<file path="config.mk">
export PLATFORM = sky130hd
export DESIGN_NAME = oka_seq_mult
export DESIGN_NICKNAME = d
export VERILOG_FILES = /design/src/rtl/oka_pkg.sv /design/src/rtl/oka_digit_mac.sv /design/src/rtl/oka_seq_mult.sv
export SDC_FILE = /design/constraint.sdc
export NUM_CORES = 1
export LEC_CHECK = 0
export ABC_AREA = 1
export BUFFER_PORTS_ARGS = -buffer_cell sky130_fd_sc_hd__buf_2
export CORE_ASPECT_RATIO = 1.25
export CORE_MARGIN = 4
export CORE_UTILIZATION = 30
export CTS_CLUSTER_SIZE = 16
export DETAILED_ROUTE_END_ITERATION = 8
export PLACE_DENSITY = 0.53
export SLEW_MARGIN = 30
export SYNTH_ARGS = -nofsm -noshare
export SYNTH_HDL_FRONTEND = slang
export SYNTH_SLANG_ARGS = --single-unit
</file>
<file path="constraint.sdc">
create_clock -name clk -period 3 [get_ports clk]
set_input_delay 0.6 -clock clk [delete_from_list [all_inputs] [get_ports clk]]
set_output_delay 0.6 -clock clk [all_outputs]
set_load 0.1 [all_outputs]
</file>
<file path="src/rtl/oka_pkg.sv">
`default_nettype none
// ============================================================================
// Module      : oka_pkg
// Description : Shared types and helpers for the overlap-free Karatsuba
//               carry-less multiplier.
// Revision    : 1.0 - initial release
// ============================================================================
package oka_pkg;

    typedef enum logic [1:0] {
        IDLE = 2'd0,
        BUSY = 2'd1,
        DONE = 2'd2
    } oka_state_e;

    function automatic int oka_ceil_div(input int num, input int den);
        return (num + den - 1) / den;
    endfunction

    // Source bit in the full operand for bit i of the even (odd=0) or odd (odd=1) half.
    function automatic int oka_split_idx(input int i, input bit odd);
        return 2 * i + (odd ? 1 : 0);
    endfunction

endpackage
`default_nettype wire

</file>
<file path="src/rtl/oka_digit_mac.sv">
`default_nettype none
// ============================================================================
// Module      : oka_digit_mac
// Description : Carry-less H x D shift-XOR accumulator, one digit per enable.
// Revision    : 1.0 - initial release
// ============================================================================
module oka_digit_mac
    import oka_pkg::*;
#(
    parameter int H  = 33,
    parameter int D  = 3,
    parameter int K  = 11,
    parameter int AW = H + K * D - 1
) (
    input  logic          clk,
    input  logic          rst,
    input  logic          i_clr,
    input  logic          i_en,
    input  logic [H-1:0]  i_a,
    input  logic [D-1:0]  i_digit,
    output logic [AW-1:0] o_acc_nxt
);

    localparam int c_PW = H + D - 1;
    // Only partial sums before the final digit are stored; the final sum is
    // consumed straight from o_acc_nxt, so the register can be D bits narrower.
    localparam int c_RW = AW - D;

    logic [c_RW-1:0] r_acc;
    logic [c_PW-1:0] w_prod;

    always_comb begin
        w_prod = '0;
        for (int j = 0; j < D; j++) begin
            if (i_digit[j]) begin
                w_prod = w_prod ^ (c_PW'(i_a) << j);
            end
        end
    end

    assign o_acc_nxt = {r_acc, {D{1'b0}}} ^ AW'(w_prod);

    always_ff @(posedge clk) begin
        if (rst || i_clr) begin
            r_acc <= '0;
        end else if (i_en) begin
            r_acc <= o_acc_nxt[c_RW-1:0];
        end
    end

endmodule
`default_nettype wire

</file>
<file path="src/rtl/oka_seq_mult.sv">
`default_nettype none
// ============================================================================
// Module      : oka_seq_mult
// Description : Sequential GF(2)[x] multiplier, one-level overlap-free
//               Karatsuba split with three digit-serial half products.
// Revision    : 1.0 - initial release
// ============================================================================
module oka_seq_mult
    import oka_pkg::*;
#(
    parameter int N = 66,
    parameter int D = 3
) (
    input  logic           clk,
    input  logic           rst,
    input  logic           in_valid,
    output logic           in_ready,
    input  logic [N-1:0]   a,
    input  logic [N-1:0]   b,
    output logic           out_valid,
    input  logic           out_ready,
    output logic [2*N-2:0] y
);

    localparam int c_H  = N / 2;
    localparam int c_K  = oka_ceil_div(c_H, D);
    localparam int c_KD = c_K * D;
    localparam int c_AW = c_H + c_KD - 1;
    localparam int c_PW = 2 * c_H - 1;
    localparam int c_CW = (c_K > 1) ? $clog2(c_K) : 1;

    oka_state_e       r_state;
    logic [c_CW-1:0]  r_cnt;
    logic [c_H-1:0]   r_ae, r_ao, r_am;
    logic [c_KD-1:0]  r_be, r_bo, r_bm;
    logic [2*N-2:0]   r_y;
    logic             r_out_valid;

    logic [c_H-1:0]   w_ae, w_ao, w_be, w_bo;
    logic             w_in_ready, w_accept, w_busy;
    logic [c_AW-1:0]  w_acc1, w_acc2, w_acc3;
    logic [c_PW-1:0]  w_p1, w_p2, w_p3, w_mid;
    logic [2*c_H-1:0] w_p1x, w_p2s;
    logic [2*N-2:0]   w_y;

    for (genvar i = 0; i < c_H; i++) begin : g_split
        assign w_ae[i] = a[oka_split_idx(i, 1'b0)];
        assign w_ao[i] = a[oka_split_idx(i, 1'b1)];
        assign w_be[i] = b[oka_split_idx(i, 1'b0)];
        assign w_bo[i] = b[oka_split_idx(i, 1'b1)];
    end

    assign w_in_ready = (r_state == IDLE) || ((r_state == DONE) && out_ready);
    assign w_accept   = in_valid && w_in_ready;
    assign w_busy     = (r_state == BUSY);

    oka_digit_mac #(.H(c_H), .D(D), .K(c_K), .AW(c_AW)) u_mac_p1 (
        .clk(clk), .rst(rst), .i_clr(w_accept), .i_en(w_busy),
        .i_a(r_ae), .i_digit(r_be[c_KD-1 -: D]), .o_acc_nxt(w_acc1)
    );
    oka_digit_mac #(.H(c_H), .D(D), .K(c_K), .AW(c_AW)) u_mac_p2 (
        .clk(clk), .rst(rst), .i_clr(w_accept), .i_en(w_busy),
        .i_a(r_ao), .i_digit(r_bo[c_KD-1 -: D]), .o_acc_nxt(w_acc2)
    );
    oka_digit_mac #(.H(c_H), .D(D), .K(c_K), .AW(c_AW)) u_mac_p3 (
        .clk(clk), .rst(rst), .i_clr(w_accept), .i_en(w_busy),
        .i_a(r_am), .i_digit(r_bm[c_KD-1 -: D]), .o_acc_nxt(w_acc3)
    );

    // Recombination uses the accumulators' next values so y can be captured
    // on the same edge that folds in the last digit.
    assign w_p1  = w_acc1[c_PW-1:0];
    assign w_p2  = w_acc2[c_PW-1:0];
    assign w_p3  = w_acc3[c_PW-1:0];
    assign w_mid = w_p1 ^ w_p2 ^ w_p3;
    assign w_p1x = {1'b0, w_p1};
    assign w_p2s = {w_p2, 1'b0};

    for (genvar k = 0; k < 2 * c_H; k++) begin : g_even
        assign w_y[2*k] = w_p1x[k] ^ w_p2s[k];
    end
    for (genvar k = 0; k < 2 * c_H - 1; k++) begin : g_odd
        assign w_y[2*k+1] = w_mid[k];
    end

    always_ff @(posedge clk) begin
        if (rst) begin
            r_state     <= IDLE;
            r_out_valid <= 1'b0;
            r_y         <= '0;
            r_cnt       <= '0;
            r_ae        <= '0;
            r_ao        <= '0;
            r_am        <= '0;
            r_be        <= '0;
            r_bo        <= '0;
            r_bm        <= '0;
        end else begin
            case (r_state)
                IDLE: begin
                    if (w_accept) r_state <= BUSY;
                end
                BUSY: begin
                    r_cnt <= r_cnt - 1'b1;
                    r_be  <= r_be << D;
                    r_bo  <= r_bo << D;
                    r_bm  <= r_bm << D;
                    if (r_cnt == '0) begin
                        r_state     <= DONE;
                        r_out_valid <= 1'b1;
                        r_y         <= w_y;
                    end
                end
                DONE: begin
                    if (out_ready) begin
                        r_out_valid <= 1'b0;
                        r_state     <= in_valid ? BUSY : IDLE;
                    end
                end
                default: r_state <= IDLE;
            endcase
            if (w_accept) begin
                r_cnt <= c_CW'(c_K - 1);
                r_ae  <= w_ae;
                r_ao  <= w_ao;
                r_am  <= w_ae ^ w_ao;
                r_be  <= c_KD'(w_be);
                r_bo  <= c_KD'(w_bo);
                r_bm  <= c_KD'(w_be ^ w_bo);
            end
        end
    end

    assign in_ready  = w_in_ready;
    assign out_valid = r_out_valid;
    assign y         = r_y;

endmodule
`default_nettype wire

</file>
==> results of run 1 <==
power breakdown:
group	leakage, nW	internal, mW	switching (mW)
combinational	9.94	1.08	3.43
sequential	4.26	7.42	0.358
clock	1.11	4.94	3.30
cell families (layout without fill, tap and decap cells):
kind of cell               after synthesis  after routing
AOI/OAI and AO/OA                      702            702
xor gates and xnor gates               187            187
other                                    0              6
and+or+nand+nor                       2197           2197
buffers and inverters                  786            987
adders and majority gates                2              2
DFF                                    522            522
registers in the layout, summed over array words and instances (netlist names), 33 cells and up:
name	flops
u_mac_p3.r_acc	62
u_mac_p1.r_acc	62
r_be	33
y	131
r_ae	33
r_bm	33
r_bo	33
r_am	33
u_mac_p2.r_acc	62
r_ao	33
final timing paths:
path,cells past startpoint,slack (ns),endpoint
setup / recovery,7,0.63,y[115]
hold / removal,2,0.16,r_am[32]
setup reg to reg,7,0.63,y[115]
hold reg to reg,2,0.45,r_be[26]
per-layer routing:
metal  track usage  up-vias  share of wire
met2         0.311      443           0.49
met3        0.0303      104          0.047
met1         0.220    12300           0.44
met4        0.0408        8          0.020
li1              -    14100              -
met5             0        -        0.00063
critical path, delay by kind of cell, from the launching register on:
kind                   cells  cell delay, ns
buffers and inverters      2            0.71
flip-flops                 1            0.47
AND/OR/NAND/NOR            3            0.51
AO/OA/AOI/OAI              2            0.38
through the flow:
stage,setup WS (ns),cells,utilization
2_1_floorplan,0.313,4396,-
6_report,0.633,5809,0.351
3_3_place_gp,0.563,5687,0.326
4_1_cts,0.624,5801,0.351
3_5_place_dp,0.508,5687,0.326
5_1_grt,0.369,5805,0.351
area by class of cell:
cell class,count,area (µm²),share of cell area
multi-input combinational,3088,14500,0.444
tap,1206,1510,0.0461
sequential,522,10500,0.319
clock buffer,79,1720,0.0526
timing repair buffer,310,1840,0.0562
antenna,6,15.0,0.000459
inverter,563,2130,0.0651
clock inverter,35,524,0.0160
cells in the final DEF, fill, tap and decap left out, types with 2 or more instances in the layout:
cell	instances
o21ai_0	273
nand3_1	293
dfxtp_1	520
xor2_1	114
buf_2	267
o21ai_1	50
clkbuf_1	4
clkbuf_8	15
a211oi_1	18
or2_2	27
buf_16	2
nand2_1	1602
inv_6	4
clkinv_4	3
clkinv_2	16
diode_2	6
nor2_1	233
a221oi_2	10
o211ai_1	3
nor2_4	2
nand2_4	3
buf_12	11
a21oi_2	20
a22o_1	32
inv_2	3
ha_1	2
dfxtp_2	2
buf_4	29
nand3b_1	32
clkbuf_16	60
a221oi_1	23
clkinv_16	3
inv_1	556
clkinvlp_4	2
xnor2_1	72
a32o_1	6
a311oi_1	11
bufinv_16	10
a21oi_1	252
==> qor.yml, run 1 <==
status:
  status: "finished, final reports clean"
sta:
  fin_crit_ns: 2.37
  slew_headroom: 0.402
  hold_viol: 0
  drv_slew: 0
  fin_skew_ns: 0.0453
  timing.final.crit_share: 0.789
  tightest_slew_ns: 0.897
  setup_tns_ns: 0
  hold_ws_ns: 0.158
  clock.fmax_ghz: 0.422
  finalSetupViolCount: 0
  rsz0062_at_grt: "false"
global_route:
  grt_pass1_vias: 25000
  overflow: 0
  antenna_found_initial: 15
  gr-usage-all-layers: 0.175
  grt_start_max_net_pins: 210
  grt_pass1_wl_um: 139000
clock_tree:
  cts.sinks: 522
  cts_tree: "yes"
  cts_buffers: 60
  ctsResizeCount: 0
  cts_max_path_buffers: 3
  post_cts_buffers: 0
  insertion_delay_ns: 0.67
  hold_buffers: 0
  path_clk_slew_ns: 0.07
  cts-root-buf: "clkbuf_16"
  htree_num_levels: 2
die:
  start_util: 0.303
  io_pins: 269
  core_area_um2: 93200
  fp.dieH_um: 351
  dieArea_um2: 99200
  fp.dieW_um: 283
  rows: 125
worst_setup_path:
  cp.required_ns: 3.55
  cpPeakStageDelay_ns: 0.47
  critPathCaptureType: "flop"
  path_cells: "nand2_4, nor2_4, buf_12, buf_16, o21ai_0, a21oi_1, nor2_1"
  cp_slowest_cell: "dfxtp_1"
  r2r_start: "r_state[0]"
  cp_max_fo: 153
  arrival_ns: 2.92
  worstSetupStartpoint: "r_state[0]"
  worstSetupPathType: "flop to flop"
  start_kind: "flop"
placement:
  dp_hpwl_um: 59600
  place.gp.congestion: 0.782
  place.port_buffers: 268
  place_area_um2: 30400
yosys:
  ys_types: 38
  synth_cells: 4396
  synthTopCellsByArea: "dfxtp_1, nand2_1, inv_1, nand3_1, o21ai_0"
  synth_mux_area_frac: 0
  synthFlopType: "dfxtp_1"
  yosysSeqAreaShare: 0.370
  synth.largest_area_cell: "dfxtp_1"
  synth_xor_area_frac: 0.0582
  yosysWarningCount: 0
  synth_fp_nets: 4534
  syn_area_um2: 28300
  synth_fa_ha_area_frac: 0.000885
  synth_edf_count: 0
  synth_area_per_cell_um2: 6.43
  netlist.area_leader.share: 0.370
  ys_top_cells_by_count: "nand2_1, inv_1, dfxtp_1, nand3_1, o21ai_0"
  synth-simple-area-share: 0.312
  synth_compound_area_frac: 0.143
  synth_top_family_by_area: "simple AND/OR/NAND/NOR gates"
  ys_seq_elements: 522
  synth-async-reset-ratio: 0
  synth_most_common_cell: "nand2_1"
drt:
  drc: 0
  ant_nets: 0
  wl_per_cell_um: 15.3
  vias_per_cell: 4.63
  drtIter0Drc: 1415
  drt_wl_total_um: 88800
  first_pass_iters: 7
  vias: 26900
pwr:
  finalPower_mw: 20.5
  p_per_area_nw_per_um2: 627
  leakage_nw: 15.3
  ir_drop_mv: 0.487
final_layout:
  post-route-cell-area_um2: 32700
  fillers: 10100
  drive_gt1_frac: 0.107
  nets: 4683
  area_growth_pct: 15.9
job:
  cap_viol_max_count: 0
worst_hold_path:
  hold_start: "a[65]"
  hp-class: "input pin to flop"
(Power assumes the default switching activity.)
==> run 2, diff against run 1 <==
- ABC_AREA: 1 -> 0
- clock period: 3 -> 2.27 ns (I/O delays scaled with it)
==> qor.yml, run 2 <==
clock_tree:
  cts.sinks: 522  # unchanged
  cts_buffers: 57  # -5.0%
  cts-root-buf: "clkbuf_16"
  path_clk_slew_ns: 0.06  # about the same
  hold_buffers: 1  # +1
  insertion_delay_ns: 0.65  # -0.02 ns
  post_cts_buffers: 0  # unchanged
  cts_tree: "yes"
  htree_num_levels: 2  # unchanged
  ctsResizeCount: 0  # unchanged
  cts_max_path_buffers: 3  # unchanged
worst_setup_path:
  r2r_start: "r_bo[32]"
  r2r_end: "y[39]"
  reg2regPathDepth: 6  # -1
  path_cells: "a21oi_4, buf_2"
  arrival_ns: 1.71  # -1.21 ns
  worstSetupStartpoint: "r_state[0]"
  critPathCaptureType: "primary output"
  cp.required_ns: 1.82  # -1.73 ns
  worstSetupPathType: "flop to primary output"
  cp_max_fo: 6  # -96%
  crit_end: "in_ready"
  start_kind: "flop"
  cp_slowest_cell: "buf_2"
  timing.reg2reg.setup_slack_ns: 0.23  # -0.40 ns
  cpPeakStageDelay_ns: 0.46  # about the same
worst_hold_path:
  hp-class: "input pin to flop"
yosys:
  synthFlopType: "dfxtp_1"
  ys_seq_elements: 522  # unchanged
  synth_most_common_cell: "nand2_1"
  synth.largest_area_cell: "dfxtp_1"
  synth_cells: 3070  # -30%
  synth_fp_nets: 3208  # -29%
  netlist.area_leader.share: 0.418  # +0.0479
  synth_edf_count: 0  # unchanged
  ys_top_cells_by_count: "nand2_1, dfxtp_1, nor2_1, xnor2_1, xor2_1"
  yosysWarningCount: 0  # unchanged
  synth-async-reset-ratio: 0  # unchanged
  synthTopCellsByArea: "dfxtp_1, nand2_1, xnor2_1, xor2_1, nor2_1"
  syn_area_um2: 25000  # -11%
  yosysSeqAreaShare: 0.418  # +0.0479
  ys_types: 32  # -16%
  synth_area_per_cell_um2: 8.15  # +27%
final_layout:
  drive_gt1_frac: 0.149  # +0.0414
  layout_commonest_cell: "nand2_1"
  nets: 3381  # -28%
  fillers: 8718  # -14%
  final_cell_mix: "nand2_1, dfxtp_1, nor2_1, buf_2, xnor2_1"
  fin_util: 0.359  # +0.00812
  largest_reg_flops: 131  # unchanged
  area_growth_pct: 19.0
global_route:
  antenna_found_initial: 6  # -9
  grt_pass1_vias: 19900  # -20%
  gr-usage-all-layers: 0.162  # -0.0127
  grt_start_max_net_pins: 116  # -45%
  grt_pass1_wl_um: 114000  # -18%
  overflow: 0  # unchanged
die:
  dieArea_um2: 88100  # -11%
  core_area_um2: 82800  # -11%
  start_util: 0.302  # -0.00111
  rows: 118  # -5.6%
  io_pins: 269  # unchanged
  fp.dieH_um: 331  # -5.8%
  fp.dieW_um: 266  # -5.7%
drt:
  ant_nets: 0  # unchanged
  first_pass_iters: 5  # -2
  wl_per_cell_um: 16.8  # +9.9%
  drc: 0  # unchanged
  drt_wl_total_um: 73500  # -17%
  drtIter0Drc: 1055  # -25%
  vias_per_cell: 4.67  # +0.83%
  vias: 20400  # -24%
sta:
  setup_tns_ns: 0  # unchanged
  setup_ws_ns: 0.107  # -0.526 ns
  fin_skew_ns: 0.0524  # +0.00703 ns
  fin_crit_ns: 2.16
  tightest_slew_ns: 0.634  # -0.264 ns
  finalSetupViolCount: 0  # unchanged
  rsz0062_at_grt: "false"
  drv_slew: 0  # unchanged
  slew_headroom: 0.577  # +0.176
  timing.final.crit_share: 0.953
  clock.fmax_ghz: 0.462
  hold_viol: 0  # unchanged
job:
  cap_viol_max_count: 0  # unchanged
placement:
  dp_slack_ns: 0.260  # -0.247 ns
  place.gp.congestion: 0.780  # -0.15%
  place.port_buffers: 268  # unchanged
  dp_hpwl_um: 50900  # -14%
pwr:
  p_per_area_nw_per_um2: 882  # +41%
  leakage_nw: 11.0  # -28%
  ir_drop_mv: 0.547  # +12%
status:
  status: "finished, final reports clean"
==> run 2: cell count changes in the layout (fill, tap and decap cells not counted), sizes merged, moves of 33 or more <==
| cell | delta |
|---|---|
| a221oi | -33 |
| a211oi | +143 |
| nor2 | +212 |
| a311oi | +79 |
| o21ai | -320 |
| inv | -560 |
| a21oi | -62 |
| nor3 | +58 |
| xnor2 | +179 |
| nand3 | -284 |
| buf | +33 |
| xor2 | +107 |
| nand2 | -795 |
==> run 2: worst min-delay path by stage <==
stage                                   from                 end  slack, ns  cells after the start
final                                   b[0]             r_be[0]       0.07                      3
after global routing                   a[60]            r_ae[30]       0.03                      3
after CTS                              a[60]            r_ae[30]       0.01                      3
after detailed placement                y[2]                y[2]       0.44                      2
after global placement                  y[1]                y[1]       0.44                      2
after floorplan           u_mac_p1.r_acc[30]  u_mac_p1.r_acc[30]       0.44                      2
==> run 2: power breakdown <==
part	total (mW)	switching [mW]	internal [mW]	leakage, nW
combinational	6.02	3.96	2.06	5.78
clock	9.96	4.01	5.95	1.00
sequential	10.3	0.475	9.81	4.26
==> run 2: metal layers <==
metal  routed length [µm]  track usage
met5                   13            0
met1                33000        0.208
met4                 1920       0.0448
met3                 2890       0.0290
met2                35700        0.281
==> run 2: cell families (layout without fill, tap and decap cells) <==
group,count (synthesis),in the layout,synth area share
AO/OA/AOI/OAI,466,466,0.128
XOR/XNOR,513,513,0.205
adder cells (fa/ha/maj),2,2,0.00100
buffers and inverters,234,456,0.0426
flip-flops,522,522,0.418
other,0,4,0
AND/OR/NAND/NOR,1333,1333,0.206
==> run 2: critical path: cells and delay by family (launching register included) <==
kind            cells  cell delay, ns
flops               1            0.40
buf+inv             1            0.46
compound gates      1            0.20
==> run 2: per-stage QoR <==
stage | area (µm²) | power, mW | cells | hold slack, ns
6_report | 29800 | 26.3 | 4376 | 0.0702
3_3_place_gp | 27700 | 16.6 | 4263 | 0.441
5_1_grt | 29800 | 27.5 | 4373 | 0.0330
4_1_cts | 29800 | 26.7 | 4372 | 0.0103
2_1_floorplan | 25000 | 14.9 | 3070 | 0.438
3_5_place_dp | 27700 | 16.6 | 4263 | 0.445
==> run 2: cell type report <==
type / count / area (µm²) / share of cell area
Timing Repair Buffer: 344 / 2350 / 0.0789
Inverter: 4 / 15.0 / 0.000504
Clock inverter: 21 / 345 / 0.0116
Tap cell: 1080 / 1350 / 0.0454
Clock buffer: 87 / 1690 / 0.0567
Multi-Input combinational cell: 2314 / 13600 / 0.455
Sequential cell: 522 / 10500 / 0.351
Antenna cell: 4 / 10.0 / 0.000336
==> run 3, diff against run 2 <==
--- a/config.mk
+++ b/config.mk
@@ -9,2 +9,3 @@
 export BUFFER_PORTS_ARGS = -buffer_cell sky130_fd_sc_hd__buf_2
+export CAP_MARGIN = 20
 export CORE_ASPECT_RATIO = 1.25
--- a/constraint.sdc
+++ b/constraint.sdc
@@ -3,2 +3,2 @@
 set_output_delay 0.454 -clock clk [all_outputs]
-set_load 0.1 [all_outputs]
+set_load 0.01 [all_outputs]
==> qor.yml, run 3 (synthesized netlist as in run 2, its figures left out) <==
sta:
  timing.final.crit_share: 0.927  # -0.0254
  rsz0062_at_grt: "false"
  slew_headroom: 0.387  # -0.190
  drv_slew: 0  # unchanged
  fin_skew_ns: 0.0845  # +0.0321 ns
  hold_viol: 0  # unchanged
  setup_tns_ns: 0  # unchanged
  clock.fmax_ghz: 0.475  # +2.7%
  tightest_slew_ns: 0.919  # +0.285 ns
  finalSetupViolCount: 0  # unchanged
  fin_crit_ns: 2.11  # -0.0576 ns
worst_setup_path:
  start_kind: "flop"
  worstSetupStartpoint: "r_be[31]"
  reg2regPathDepth: 6  # unchanged
  path_cells: "buf_12, nand2_1, xor2_1, xnor2_1, xor3_1, a211oi_2"
  r2r_start: "r_be[31]"
  worstSetupPathType: "flop to flop"
  r2r_end: "y[27]"
  cpPeakStageDelay_ns: 0.53  # +0.07 ns
  cp_max_fo: 26  # +20
  critPathCaptureType: "flop"
  timing.reg2reg.setup_slack_ns: 0.16  # -0.07 ns
  arrival_ns: 2.66  # +0.95 ns
  cp.required_ns: 2.82  # +1.00 ns
  cp_slowest_cell: "xor3_1"
pwr:
  p_per_area_nw_per_um2: 842  # -4.6%
  ir_drop_mv: 0.570  # +4.2%
  leakage_nw: 11.0  # -0.78%
final_layout:
  final_cell_mix: "nand2_1, dfxtp_1, nor2_1, buf_2, xnor2_1"
  drive_gt1_frac: 0.145  # -0.00377
  fillers: 8694  # -0.28%
  area_growth_pct: 18.3
  nets: 3373  # -0.24%
  layout_commonest_cell: "nand2_1"
  largest_reg_flops: 131  # unchanged
  fin_util: 0.358  # -0.00190
die:
  start_util: 0.302  # unchanged
  io_pins: 269  # unchanged
  dieArea_um2: 88100  # unchanged
  fp.dieH_um: 331  # unchanged
  core_area_um2: 82800  # unchanged
  fp.dieW_um: 266  # unchanged
  rows: 118  # unchanged
drt:
  wl_per_cell_um: 16.4  # -2.2%
  drtIter0Drc: 1036  # -1.8%
  drt_wl_total_um: 71700  # -2.5%
  vias: 20200  # -0.97%
  ant_nets: 0  # unchanged
  first_pass_iters: 5  # unchanged
  vias_per_cell: 4.64  # -0.72%
  drc: 0  # unchanged
clock_tree:
  path_clk_slew_ns: 0.06  # about the same
  cts_max_path_buffers: 3  # unchanged
  cts.sinks: 522  # unchanged
  cts-root-buf: "clkbuf_16"
  post_cts_buffers: 0  # unchanged
  cts_buffers: 57  # unchanged
  insertion_delay_ns: 0.67  # +0.02 ns
  cts_tree: "yes"
  htree_num_levels: 2  # unchanged
worst_hold_path:
  hp-class: "input pin to flop"
  min_to: "r_ae[30]"
  holdPathStages: 3  # unchanged
  hold_start: "a[60]"
status:
  status: "finished, final reports clean"
global_route:
  grt_pass1_vias: 19800  # -0.24%
  antenna_found_initial: 6  # unchanged
  gr-usage-all-layers: 0.158  # -0.00440
  grt_start_max_net_pins: 215  # +85%
  overflow: 0  # unchanged
  grt_pass1_wl_um: 112000  # -1.9%
placement:
  place.gp.congestion: 0.764  # -2.1%
  dp_hpwl_um: 48600  # -4.6%
  place.port_buffers: 268  # unchanged
job:
  cap_viol_max_count: 0  # unchanged
run 3: per-stage QoR:
stage | total power [mW] | hold slack (ns) | worst slack [ns] | std cells | area (µm²)
final | 24.9 | 0.0592 | 0.165 | 4365 | 29600
after global routing | 26.2 | 0.0356 | 0.0392 | 4362 | 29600
after CTS | 25.4 | 0.00170 | 0.128 | 4361 | 29600
after detailed placement | 15.4 | 0.445 | 0.175 | 4252 | 27600
after global placement | 15.4 | 0.442 | 0.187 | 4252 | 27600
after floorplan | 13.8 | 0.438 | 0.391 | 3070 | 25000
run 3: how the worst max path moves through the flow:
| stage | endpoint | slack [ns] | cells after the start |
|---|---|---|---|
| floorplan | r_am[10] | 0.39 | 7 |
| global placement | r_bm[3] | 0.19 | 7 |
| detailed placement | r_bm[29] | 0.18 | 7 |
| CTS | in_ready | 0.13 | 2 |
| global route | y[27] | 0.04 | 6 |
| finish | y[27] | 0.16 | 6 |
run 3: worst max-delay path, delay by kind of cell (launching register included):
| kind | cells | cell delay (ns) |
|---|---|---|
| xor gates and xnor gates | 3 | 1.02 |
| DFF | 1 | 0.42 |
| AOI/OAI and AO/OA | 1 | 0.22 |
| buffers and inverters | 1 | 0.21 |
| and+or+nand+nor | 1 | 0.08 |
run 3: cell type report:
cell class	instances	area, µm²	share of cell area
Inverter	4	15.0	0.000507
Multi-Input combinational cell	2314	13500	0.457
Sequential cell	522	10500	0.353
Clock inverter	28	404	0.0136
Clock buffer	77	1560	0.0527
Timing Repair Buffer	336	2270	0.0767
Tap cell	1080	1350	0.0456
Antenna cell	4	10.0	0.000338
run 3: report_power, final:
part | total [mW] | internal [mW] | switching (mW)
combinational | 4.88 | 2.04 | 2.84
sequential | 10.3 | 9.81 | 0.453
clock | 9.80 | 5.67 | 4.13
run 3: routing by layer:
metal  part of all wire  track usage  wire length, µm
met5            0.00029            0               21
met4              0.032       0.0539             2300
met3              0.041       0.0298             2940
met2               0.48        0.268            34200
met1               0.45        0.202            32200
run 3: what timing repair did:
item	CTS	global route
hold endpoints to repair	4	0
resized for setup	0	0
hold buffers	4	0
